[config.mk]
export PLATFORM = sky130hd
export DESIGN_NAME = i2c_rcv_buffer
export DESIGN_NICKNAME = d
export VERILOG_FILES = /design/src/rtl/i2c_rcv_buffer.sv
export SDC_FILE = /design/constraint.sdc
export NUM_CORES = 1
export LEC_CHECK = 0
export CAP_MARGIN = 0
export CORE_MARGIN = 2
export CORE_UTILIZATION = 50
export CTS_BUF_LIST = sky130_fd_sc_hd__clkbuf_16
export DETAILED_ROUTE_END_ITERATION = 8
export PLACE_DENSITY_LB_ADDON = 0.1
export SLEW_MARGIN = 10
export SYNTH_ARGS = -nofsm -noshare
export SYNTH_HDL_FRONTEND = slang
export SYNTH_SLANG_ARGS = --single-unit
[constraint.sdc]
create_clock -name o_clk10MHz -period 3.2 [get_ports o_clk10MHz]
set_input_delay 0.32 -clock o_clk10MHz [delete_from_list [all_inputs] [get_ports o_clk10MHz]]
set_output_delay 0.32 -clock o_clk10MHz [all_outputs]
set_load 0.02 [all_outputs]
[src/rtl/i2c_rcv_buffer.sv]
// i2c_rcv_buffer: first-word-fall-through receive FIFO behind the I2C master.
// Each accepted byte is queued with its E2PROM address. The buffer also keeps a
// sticky overflow flag and a saturating count of master error events.
// Build option: define RCV_ADDR_TAG_EN to store {address, data} (16-bit entries).
// Without it, only the data byte is stored and o_Rd_Data is 8 bits wide.
// DEPTH must be 2, 4, 8 or 16, so the pointers wrap naturally at their width.
module i2c_rcv_buffer #(
    parameter int DEPTH     = 8,
    parameter int ERR_CNT_W = 8
) (
    input  logic                 o_clk10MHz,
    input  logic                 i_RST_n,
    input  logic [7:0]           i_Rcv_Data,
    input  logic [7:0]           i_Rcv_Addr,
    input  logic                 i_Rcv_Stb,
    input  logic                 i_Err_Flag,
    input  logic                 i_Flush,
`ifdef RCV_ADDR_TAG_EN
    output logic [15:0]          o_Rd_Data,
`else
    output logic [7:0]           o_Rd_Data,
`endif
    output logic                 o_Rd_Valid,
    input  logic                 i_Rd_Ready,
    output logic [4:0]           o_Count,
    output logic                 o_Full,
    output logic                 o_Empty,
    output logic                 o_Overflow,
    output logic [ERR_CNT_W-1:0] o_Err_Cnt
);

`ifdef RCV_ADDR_TAG_EN
    localparam int ENTRY_W = 16;
`else
    localparam int ENTRY_W = 8;
`endif
    localparam int         AW      = $clog2(DEPTH);
    localparam logic [4:0] DEPTH_C = 5'(DEPTH);

    logic [ENTRY_W-1:0]   mem_q [DEPTH];
    logic [AW-1:0]        wrPtr_q, wrPtr_d;
    logic [AW-1:0]        rdPtr_q, rdPtr_d;
    logic [4:0]           count_q, count_d;
    logic                 overflow_q, overflow_d;
    logic [ERR_CNT_W-1:0] errCnt_q, errCnt_d;
    logic                 errPrev_q;
    logic                 run_q;

    logic [ENTRY_W-1:0]   entry;
    logic                 full;
    logic                 empty;
    logic                 push;
    logic                 pop;
    logic                 drop;
    logic                 errEvent;

`ifdef RCV_ADDR_TAG_EN
    assign entry = {i_Rcv_Addr, i_Rcv_Data};
`else
    logic unusedAddr;
    assign unusedAddr = ^i_Rcv_Addr;
    assign entry      = i_Rcv_Data;
`endif

    // run_q stays low on the edge that releases reset, so that edge does no push or pop
    assign full     = (count_q == DEPTH_C);
    assign empty    = (count_q == 5'd0);
    assign pop      = run_q & ~empty & i_Rd_Ready;
    assign push     = run_q & i_Rcv_Stb & ~i_Err_Flag & (~full | pop);
    assign drop     = run_q & i_Rcv_Stb & ~i_Err_Flag & full & ~pop;
    assign errEvent = i_Err_Flag & ~errPrev_q;

    // Next-state logic: flush wins over push, pop and error counting
    always_comb begin
        wrPtr_d    = wrPtr_q;
        rdPtr_d    = rdPtr_q;
        count_d    = count_q;
        overflow_d = overflow_q;
        errCnt_d   = errCnt_q;
        if (i_Flush) begin
            wrPtr_d    = '0;
            rdPtr_d    = '0;
            count_d    = 5'd0;
            overflow_d = 1'b0;
            errCnt_d   = '0;
        end else begin
            if (push) begin
                wrPtr_d = wrPtr_q + AW'(1);
            end
            if (pop) begin
                rdPtr_d = rdPtr_q + AW'(1);
            end
            if (push && !pop) begin
                count_d = count_q + 5'd1;
            end else if (pop && !push) begin
                count_d = count_q - 5'd1;
            end
            if (drop) begin
                overflow_d = 1'b1;
            end
            if (errEvent && (errCnt_q != '1)) begin
                errCnt_d = errCnt_q + ERR_CNT_W'(1);
            end
        end
    end

    // Control state register with asynchronous active-low reset
    always_ff @(posedge o_clk10MHz or negedge i_RST_n) begin
        if (!i_RST_n) begin
            wrPtr_q    <= '0;
            rdPtr_q    <= '0;
            count_q    <= 5'd0;
            overflow_q <= 1'b0;
            errCnt_q   <= '0;
            errPrev_q  <= 1'b0;
            run_q      <= 1'b0;
        end else begin
            wrPtr_q    <= wrPtr_d;
            rdPtr_q    <= rdPtr_d;
            count_q    <= count_d;
            overflow_q <= overflow_d;
            errCnt_q   <= errCnt_d;
            errPrev_q  <= i_Err_Flag;
            run_q      <= 1'b1;
        end
    end

    // Storage array is written on an accepted push and is never reset
    always_ff @(posedge o_clk10MHz) begin
        if (push && !i_Flush) begin
            mem_q[wrPtr_q] <= entry;
        end
    end

    assign o_Rd_Data  = mem_q[rdPtr_q];
    assign o_Rd_Valid = ~empty;
    assign o_Count    = count_q;
    assign o_Full     = full;
    assign o_Empty    = empty;
    assign o_Overflow = overflow_q;
    assign o_Err_Cnt  = errCnt_q;

endmodule

==> results of run 1 <==
==> layout make-up <==
type	instances	share of cell area, %
repair buffers	52	10.6
multi-input cells	125	25.2
inverters	4	0.329
well taps	99	2.71
clock buffers	9	4.93
clock inverters	7	2.11
flip-flops and latches	86	54.1
==> logic make-up after synthesis <==
group	count (synthesis)	synth area share (%)
simple gates	58	7.78
mux	29	13.7
buf+inv	11	1.19
fa+ha+maj	8	2.94
compound gates	14	3.28
other cells	1	0.102
xor+xnor	15	3.58
flops	86	67.5
==> power by group through the flow <==
stage / logic, mW / clock network (mW) / registers (mW)
final: 0.736 / 1.11 / 1.29
after global routing: 0.813 / 1.18 / 1.30
after CTS: 0.746 / 1.13 / 1.29
after detailed placement: 0.742 / 0 / 1.31
after global placement: 0.732 / 0 / 1.32
after floorplan: 0.469 / 0 / 1.33
==> metal layers <==
metal	GRT usage [%]	routed length (µm)	part of all wire, %
met3	4.02	192	2.9
met2	30.7	3250	50
met5	0	0	0
met4	5.70	67	1.0
met1	23.3	3000	46
==> synthesized netlist by cell type, drive strengths merged (4+ instances only) <==
master / instances / share of area [%]
edfxtp: 64 / 52
inv: 4 / 0.41
mux4: 16 / 9.8
nand2: 8 / 0.82
nand2b: 4 / 0.68
xnor2: 7 / 1.7
mux2: 8 / 2.5
dfrtp: 22 / 15
mux2i: 5 / 1.4
buf: 4 / 0.48
xor2: 8 / 1.9
ha: 7 / 2.4
nor2: 26 / 2.7
nand3: 4 / 0.55
nand4: 4 / 0.68
==> sequential cells by signal (all words and copies together) (netlist names) <==
signal,count
o_Err_Cnt,8
o_Overflow,1
rdPtr_q,3
o_Count,5
wrPtr_q,3
run_q,1
errPrev_q,1
mem_q,64
==> how the worst min path moves through the flow <==
stage | start | end | slack, ns | depth (start not counted)
after floorplan | i_RST_n | errPrev_q | 0.02 | 0
after global placement | o_Overflow | o_Overflow | 0.50 | 2
after detailed placement | o_Overflow | o_Overflow | 0.49 | 2
after CTS | i_Err_Flag | errPrev_q | 0.49 | 1
after global routing | i_Err_Flag | errPrev_q | 0.50 | 1
final | i_Err_Flag | errPrev_q | 0.50 | 1
==> worst max-delay path, cell delays in order (launching register included) <==
cell and delay, ns:
dfrtp_1 0.41, buf_4 0.35, mux4_2 0.55, mux2_2 0.28, clkdlybuf4s50_1 0.54
==> through the flow <==
step                util (%)  hold WS [ns]
finish                  63.6         0.497
global route            63.6         0.505
CTS                     63.6         0.492
detailed placement      59.2         0.494
global placement        59.2         0.500
floorplan                  -        0.0244
==> flow_summary.ini, run 1 <==
[worst_setup_path]
worst-r2r-setup-slack_ns = 0.60
crit_end = o_Rd_Data[7]
path_class = register to output pin
end_kind = output pin
startpoint_type = register
worstPathArrival_ns = 2.46
critPathMaxFanout = 16
timing.rr.start = o_Count[1]
worstReg2RegEnd = o_Count[4]
crit_required_ns = 2.88
reg2reg_depth = 9
crit_start = rdPtr_q[0]

[finish]
fillers = 524
areaGrowthSynthToFinish_pct = 24.6
regArea_mm2 = 0.00247
antennaDiodeCount = 0
layout_common_cells = edfxtp_1, clkdlybuf4s50_1, nor2_1
final_cells = 382
drive_above_1_share_pct = 20.8
final_nets = 308
final_cell_area_mm2 = 0.00457
layout_commonest_cell = edfxtp_1
multiInputGateArea_mm2 = 0.00115

[synth]
synth_area_mm2 = 0.00366
synth-main-ff-cell = edfxtp_1
ys_warn_count = 0
syn_nets = 252
synth_edf_count = 64
async_flop_share_pct = 25.6
syn_inst = 222
synth_seq_cells = 86
yosysSeqAreaShare_pct = 67.5
avgSynthCellArea_um2 = 16.5
synth_cell_types = 38

[global_route]
grt_max_degree = 23
grt.overflow.total = 0
grt_pass1_vias = 2120
antenna_found_initial = 0
grt_pass1_wl_mm = 10.4
grt_usage_pct = 18.1

[timing]
layout_min_cycle_time_ns = 2.78
hold_violations = 0
rsz0062_at_grt = false
fmax_ghz = 0.359
setup_slack_ns = 0.417
finalCritPeriodShare_pct = 87.0
fin_tns_setup_ns = 0
relSlewSlack_pct = 29.8
finalSetupViolCount = 0
worstMarginPinSlew_ns = 1.05
slew_violations = 0
clock_skew_ns = 0.00532

[cts]
post-cts-setup-buffer-count = 0
cts_made_buffers = 9
h-tree-depth = 3
cts.sink_count = 86
clk_pin_slew_worst_paths_ns = 0.06
ctsHoldBuffers = 0
cts_tree = built
clock_latency_ns = 0.33
clockBufferDepth = 2
clockRootBuffer = clkbuf_16
cts_resized = 0

[die]
rows = 31
core_mm2 = 0.00718
die-area_mm2 = 0.00803
chipHeight_um = 89.6
initial_core_util_pct = 51.1
die_x_um = 89.6
ios = 47

[run]
max-cap-violations = 0

[route]
via_count = 2003
routed_via_density = 5.24
drtAntennaViolNets = 0
wl_mm = 6.52
drc = 0
avgRoutedWirePerCell_um = 17.1
drt_iter0_markers = 134
firstDrtPassIters = 4

[power_and_ir_drop]
internal-power_mw = 2.30
p_leak_nw = 1.61
p_comb_share_pct = 23.4
power_density_mw_per_mm2 = 687
switchingPower_mw = 0.840
power_frac_clock_pct = 35.3
switching_share_pct = 26.8
seq_power_share_pct = 41.2
finalPower_mw = 3.14
ir_drop_mv = 0.478

[worst_hold_path]
hold_path_class = primary input to register

[placement]
pre_cts_ws_ns = 0.551
place_area_mm2 = 0.00425
portBuffers = 38
gp_congestion = 0.782
hpwl_mm = 4.12
dp.cells = 366

[run_status]
outcome = finished clean
Note: power is estimated with default switching activity, not from simulation.
==> run 2: changes to the inputs <==
--- a/config.mk
+++ b/config.mk
@@ -7,10 +7,11 @@
 export LEC_CHECK = 0
 export CAP_MARGIN = 0
 export CORE_MARGIN = 2
-export CORE_UTILIZATION = 50
+export CORE_UTILIZATION = 53
 export CTS_BUF_LIST = sky130_fd_sc_hd__clkbuf_16
 export DETAILED_ROUTE_END_ITERATION = 8
 export PLACE_DENSITY_LB_ADDON = 0.1
+export RECOVER_POWER = 100
 export SLEW_MARGIN = 10
 export SYNTH_ARGS = -nofsm -noshare
 export SYNTH_HDL_FRONTEND = slang
==> flow_summary.ini, run 2 (synthesis results as in run 1) <==
[timing]
fin_tns_setup_ns = 0
hold_violations = 0
slew_violations = 0
rsz0062_at_grt = false
whs_ns = 0.512
layout_min_cycle_time_ns = 2.86
fmax_ghz = 0.350
finalSetupViolCount = 0
worstMarginPinSlew_ns = 1.03
finalCritPeriodShare_pct = 89.3
clock_skew_ns = 0.00556
setup_slack_ns = 0.343
relSlewSlack_pct = 31.2

[global_route]
grt_usage_pct = 19.2
grt_pass1_vias = 2092
grt_pass1_wl_mm = 10.6
antenna_found_initial = 0
grt.overflow.total = 0
grt_max_degree = 23

[placement]
place_area_mm2 = 0.00422
gp_congestion = 0.763
hpwl_mm = 4.23
portBuffers = 38
pre_cts_ws_ns = 0.382

[power_and_ir_drop]
p_leak_nw = 1.63
ir_drop_mv = 0.485
power_density_mw_per_mm2 = 701

[die]
initial_core_util_pct = 54.2
die_x_um = 87.2
die-area_mm2 = 0.00760
rows = 30
chipHeight_um = 87.2
core_mm2 = 0.00676
ios = 47

[finish]
antennaDiodeCount = 0
areaGrowthSynthToFinish_pct = 23.0
layout_common_cells = edfxtp_1, dlygate4sd3_1, nor2_1
layout_commonest_cell = edfxtp_1
final_cell_area_mm2 = 0.00451
largest_reg_flops = 64
drive_above_1_share_pct = 17.0
largest-register = mem_q
final_core_util_pct = 66.7
final_nets = 308

[worst_setup_path]
crit_required_ns = 2.88
end_kind = output pin
startpoint_type = register
worstSetupPathDepth = 4
worstPathArrival_ns = 2.54
reg2reg_depth = 9
crit_buf_inv = 2
cp_top_family = buffers and inverters
slowest_delay_ns = 0.65
slowest_stage = dlygate4sd3_1
path_class = register to output pin
crit_chain = buf_4, mux4_2, mux2_2, dlygate4sd3_1
critPathMaxFanout = 16

[run_status]
outcome = finished clean

[cts]
clock_latency_ns = 0.33
cts_tree = built
cts.sink_count = 86
h-tree-depth = 3
post-cts-setup-buffer-count = 0
cts_made_buffers = 9
ctsHoldBuffers = 0
cts_resized = 0
clockBufferDepth = 2
clk_pin_slew_worst_paths_ns = 0.06
clockRootBuffer = clkbuf_16

[route]
drtAntennaViolNets = 0
drc = 0
drt_iter0_markers = 84
avgRoutedWirePerCell_um = 18.0
via_count = 2018
firstDrtPassIters = 4
wl_mm = 6.55
routed_via_density = 5.56

[worst_hold_path]
whs_path_depth = 2
hold_path_class = register to register

[run]
max-cap-violations = 0
## run 2: routing by layer
layer / share of wire, % / vias to the layer above / track usage (%)
li1: - / 962 / -
met1: 48 / 1002 / 27.5
met2: 48 / 45 / 30.0
met3: 2.9 / 9 / 3.32
met4: 1.3 / 0 / 7.13
met5: 0 / - / 0
## run 2: power breakdown
group / internal [mW] / switching [mW]
clock: 0.767 / 0.425
combinational: 0.330 / 0.348
sequential: 1.23 / 0.0547
## run 2: path summary, 6_finish.rpt
kind | startpoint | end | slack [ns]
max | rdPtr_q[0] | o_Rd_Data[1] | 0.34
min | o_Overflow | o_Overflow | 0.51
max reg2reg | o_Count[4] | o_Count[4] | 0.40
min reg2reg | o_Overflow | o_Overflow | 0.51
max in group asynchronous | i_RST_n | rdPtr_q[0] | 1.96
min in group asynchronous | i_RST_n | o_Err_Cnt[1] | 0.62
## run 2: worst reg2reg max path, cell delays in order (launching register included)
cell and delay (ns):
dfrtp_1 0.46, or4_1 0.63, o2111ai_1 0.30, clkbuf_2 0.25, ha_1 0.26, a21o_1 0.16
a21oi_1 0.22, nand2_1 0.08, o22a_2 0.20, a31oi_1 0.16
## run 2: layout make-up
type	instances	area, µm²
timing repair buffer	52	445
tap	80	100
clock buffer	9	225
fill	487	2250
inverter	4	15.0
multi-input combinational	125	1130
sequential	86	2470
clock inverter	7	120
## run 2: per-stage QoR
step	power, mW	std cells
after floorplan	1.80	222
after global placement	2.04	347
after detailed placement	2.06	347
after CTS	3.24	363
after global routing	3.29	363
final	3.16	363
==> run 3: changes to the inputs <==
--- a/config.mk
+++ b/config.mk
@@ -11,7 +11,7 @@
 export CTS_BUF_LIST = sky130_fd_sc_hd__clkbuf_16
 export DETAILED_ROUTE_END_ITERATION = 8
 export PLACE_DENSITY_LB_ADDON = 0.1
-export RECOVER_POWER = 100
+export RECOVER_POWER = 25
 export SLEW_MARGIN = 10
 export SYNTH_ARGS = -nofsm -noshare
 export SYNTH_HDL_FRONTEND = slang
==> flow_summary.ini, run 3 (synthesis results as in run 1) <==
[run_status]
outcome = finished clean

[global_route]
grt_usage_pct = 19.2
grt_pass1_vias = 2092
antenna_found_initial = 0
grt_max_degree = 23
grt.overflow.total = 0
grt_pass1_wl_mm = 10.6

[power_and_ir_drop]
p_leak_nw = 1.62
power_density_mw_per_mm2 = 705
ir_drop_mv = 0.531
finalPower_mw = 3.22

[cts]
cts_made_buffers = 9
clockRootBuffer = clkbuf_16
cts_resized = 0
ctsHoldBuffers = 0
h-tree-depth = 3
clk_pin_slew_worst_paths_ns = 0.06
post-cts-setup-buffer-count = 0
cts.sink_count = 86
clockBufferDepth = 2
cts_tree = built
clock_latency_ns = 0.33

[die]
ios = 47
die_x_um = 87.2
initial_core_util_pct = 54.2
die-area_mm2 = 0.00760
chipHeight_um = 87.2
rows = 30
core_mm2 = 0.00676

[run]
max-cap-violations = 0

[worst_setup_path]
crit_chain = buf_4, mux4_2, mux2_2, clkdlybuf4s50_1
crit_required_ns = 2.88
reg2reg_depth = 9
slowest_stage = mux4_2
startpoint_type = register
worst-r2r-setup-slack_ns = 0.48
slowest_delay_ns = 0.55
critPathMaxFanout = 16
worstPathArrival_ns = 2.43
timing.rr.start = o_Count[4]
end_kind = output pin
crit_buf_inv = 2
cp_top_family = buffers and inverters
worstReg2RegEnd = o_Count[4]
path_class = register to output pin

[worst_hold_path]
holdPathEnd = o_Overflow
min_from = o_Overflow
hold_path_class = register to register
whs_path_depth = 2

[route]
avgRoutedWirePerCell_um = 18.0
firstDrtPassIters = 4
wl_mm = 6.52
drt_iter0_markers = 66
routed_via_density = 5.59
drc = 0
via_count = 2029
drtAntennaViolNets = 0

[finish]
largest_reg_flops = 64
areaGrowthSynthToFinish_pct = 24.6
final_nets = 308
drive_above_1_share_pct = 21.2
layout_commonest_cell = edfxtp_1
final_core_util_pct = 67.6
layout_common_cells = edfxtp_1, clkdlybuf4s50_1, nor2_1
fillers = 477
largest-register = mem_q
antennaDiodeCount = 0

[timing]
layout_min_cycle_time_ns = 2.75
finalCritPeriodShare_pct = 85.9
fin_tns_setup_ns = 0
worstMarginPinSlew_ns = 1.00
fmax_ghz = 0.364
relSlewSlack_pct = 33.0
rsz0062_at_grt = false
slew_violations = 0
whs_ns = 0.519
clock_skew_ns = 0.00497
finalSetupViolCount = 0
hold_violations = 0

[placement]
hpwl_mm = 4.23
portBuffers = 38
gp_congestion = 0.763
run 3: cell types whose count changed in the layout (fill, tap and decap cells not counted), sizes merged:
cell,previous run,this run
buf,3,14
clkbuf,20,9
clkdlybuf4s50,4,30
dlygate4sd3,34,8
run 3: cell type report:
cell class	count	area (µm²)	share of cell area [%]
Sequential cell	86	2470	54.1
Multi-Input combinational cell	125	1150	25.2
Timing Repair Buffer	52	485	10.6
Clock buffer	9	225	4.93
Clock inverter	7	120	2.63
Tap cell	80	100	2.19
Inverter	4	15.0	0.329
run 3: report_power, final:
part | internal, mW | total [mW] | leakage, nW | switching, mW
clock | 0.767 | 1.19 | 0.166 | 0.426
combinational | 0.374 | 0.735 | 0.584 | 0.361
sequential | 1.23 | 1.29 | 0.874 | 0.0566
run 3: how the worst max path moves through the flow:
| stage | from | end | slack (ns) | depth (start not counted) |
|---|---|---|---|---|
| after global placement | i_Rcv_Stb | o_Count[4] | 0.45 | 10 |
| after detailed placement | i_Err_Flag | o_Count[4] | 0.38 | 10 |
| final | rdPtr_q[0] | o_Rd_Data[1] | 0.45 | 4 |
| after floorplan | o_Count[4] | o_Count[4] | 0.45 | 8 |
| after CTS | rdPtr_q[0] | o_Rd_Data[0] | 0.40 | 4 |
| after global routing | o_Count[4] | o_Count[4] | 0.22 | 9 |
run 3: worst register-to-register path, delay by kind of cell (launching register included):
family                     cells  cell delay, ns
AOI/OAI and AO/OA              5            1.05
and+or+nand+nor                2            0.67
DFF                            1            0.46
adders and majority gates      1            0.25
buffers and inverters          1            0.21
run 3: per-layer routing:
metal  GRT usage (%)  vias to the layer above  part of all wire, %
met5               0                        -                    0
met3            3.32                        8                  2.9
met1            27.5                     1014                   47
met4            7.13                        0                  1.3
li1                -                      962                    -
met2            30.0                       45                   49
run 3: through the flow:
stage	worst slack, ns	cell area (µm²)	cells
after global routing	0.225	4570	363
after floorplan	0.452	3660	222
after global placement	0.452	4220	347
after CTS	0.404	4570	363
after detailed placement	0.382	4220	347
final	0.452	4570	363
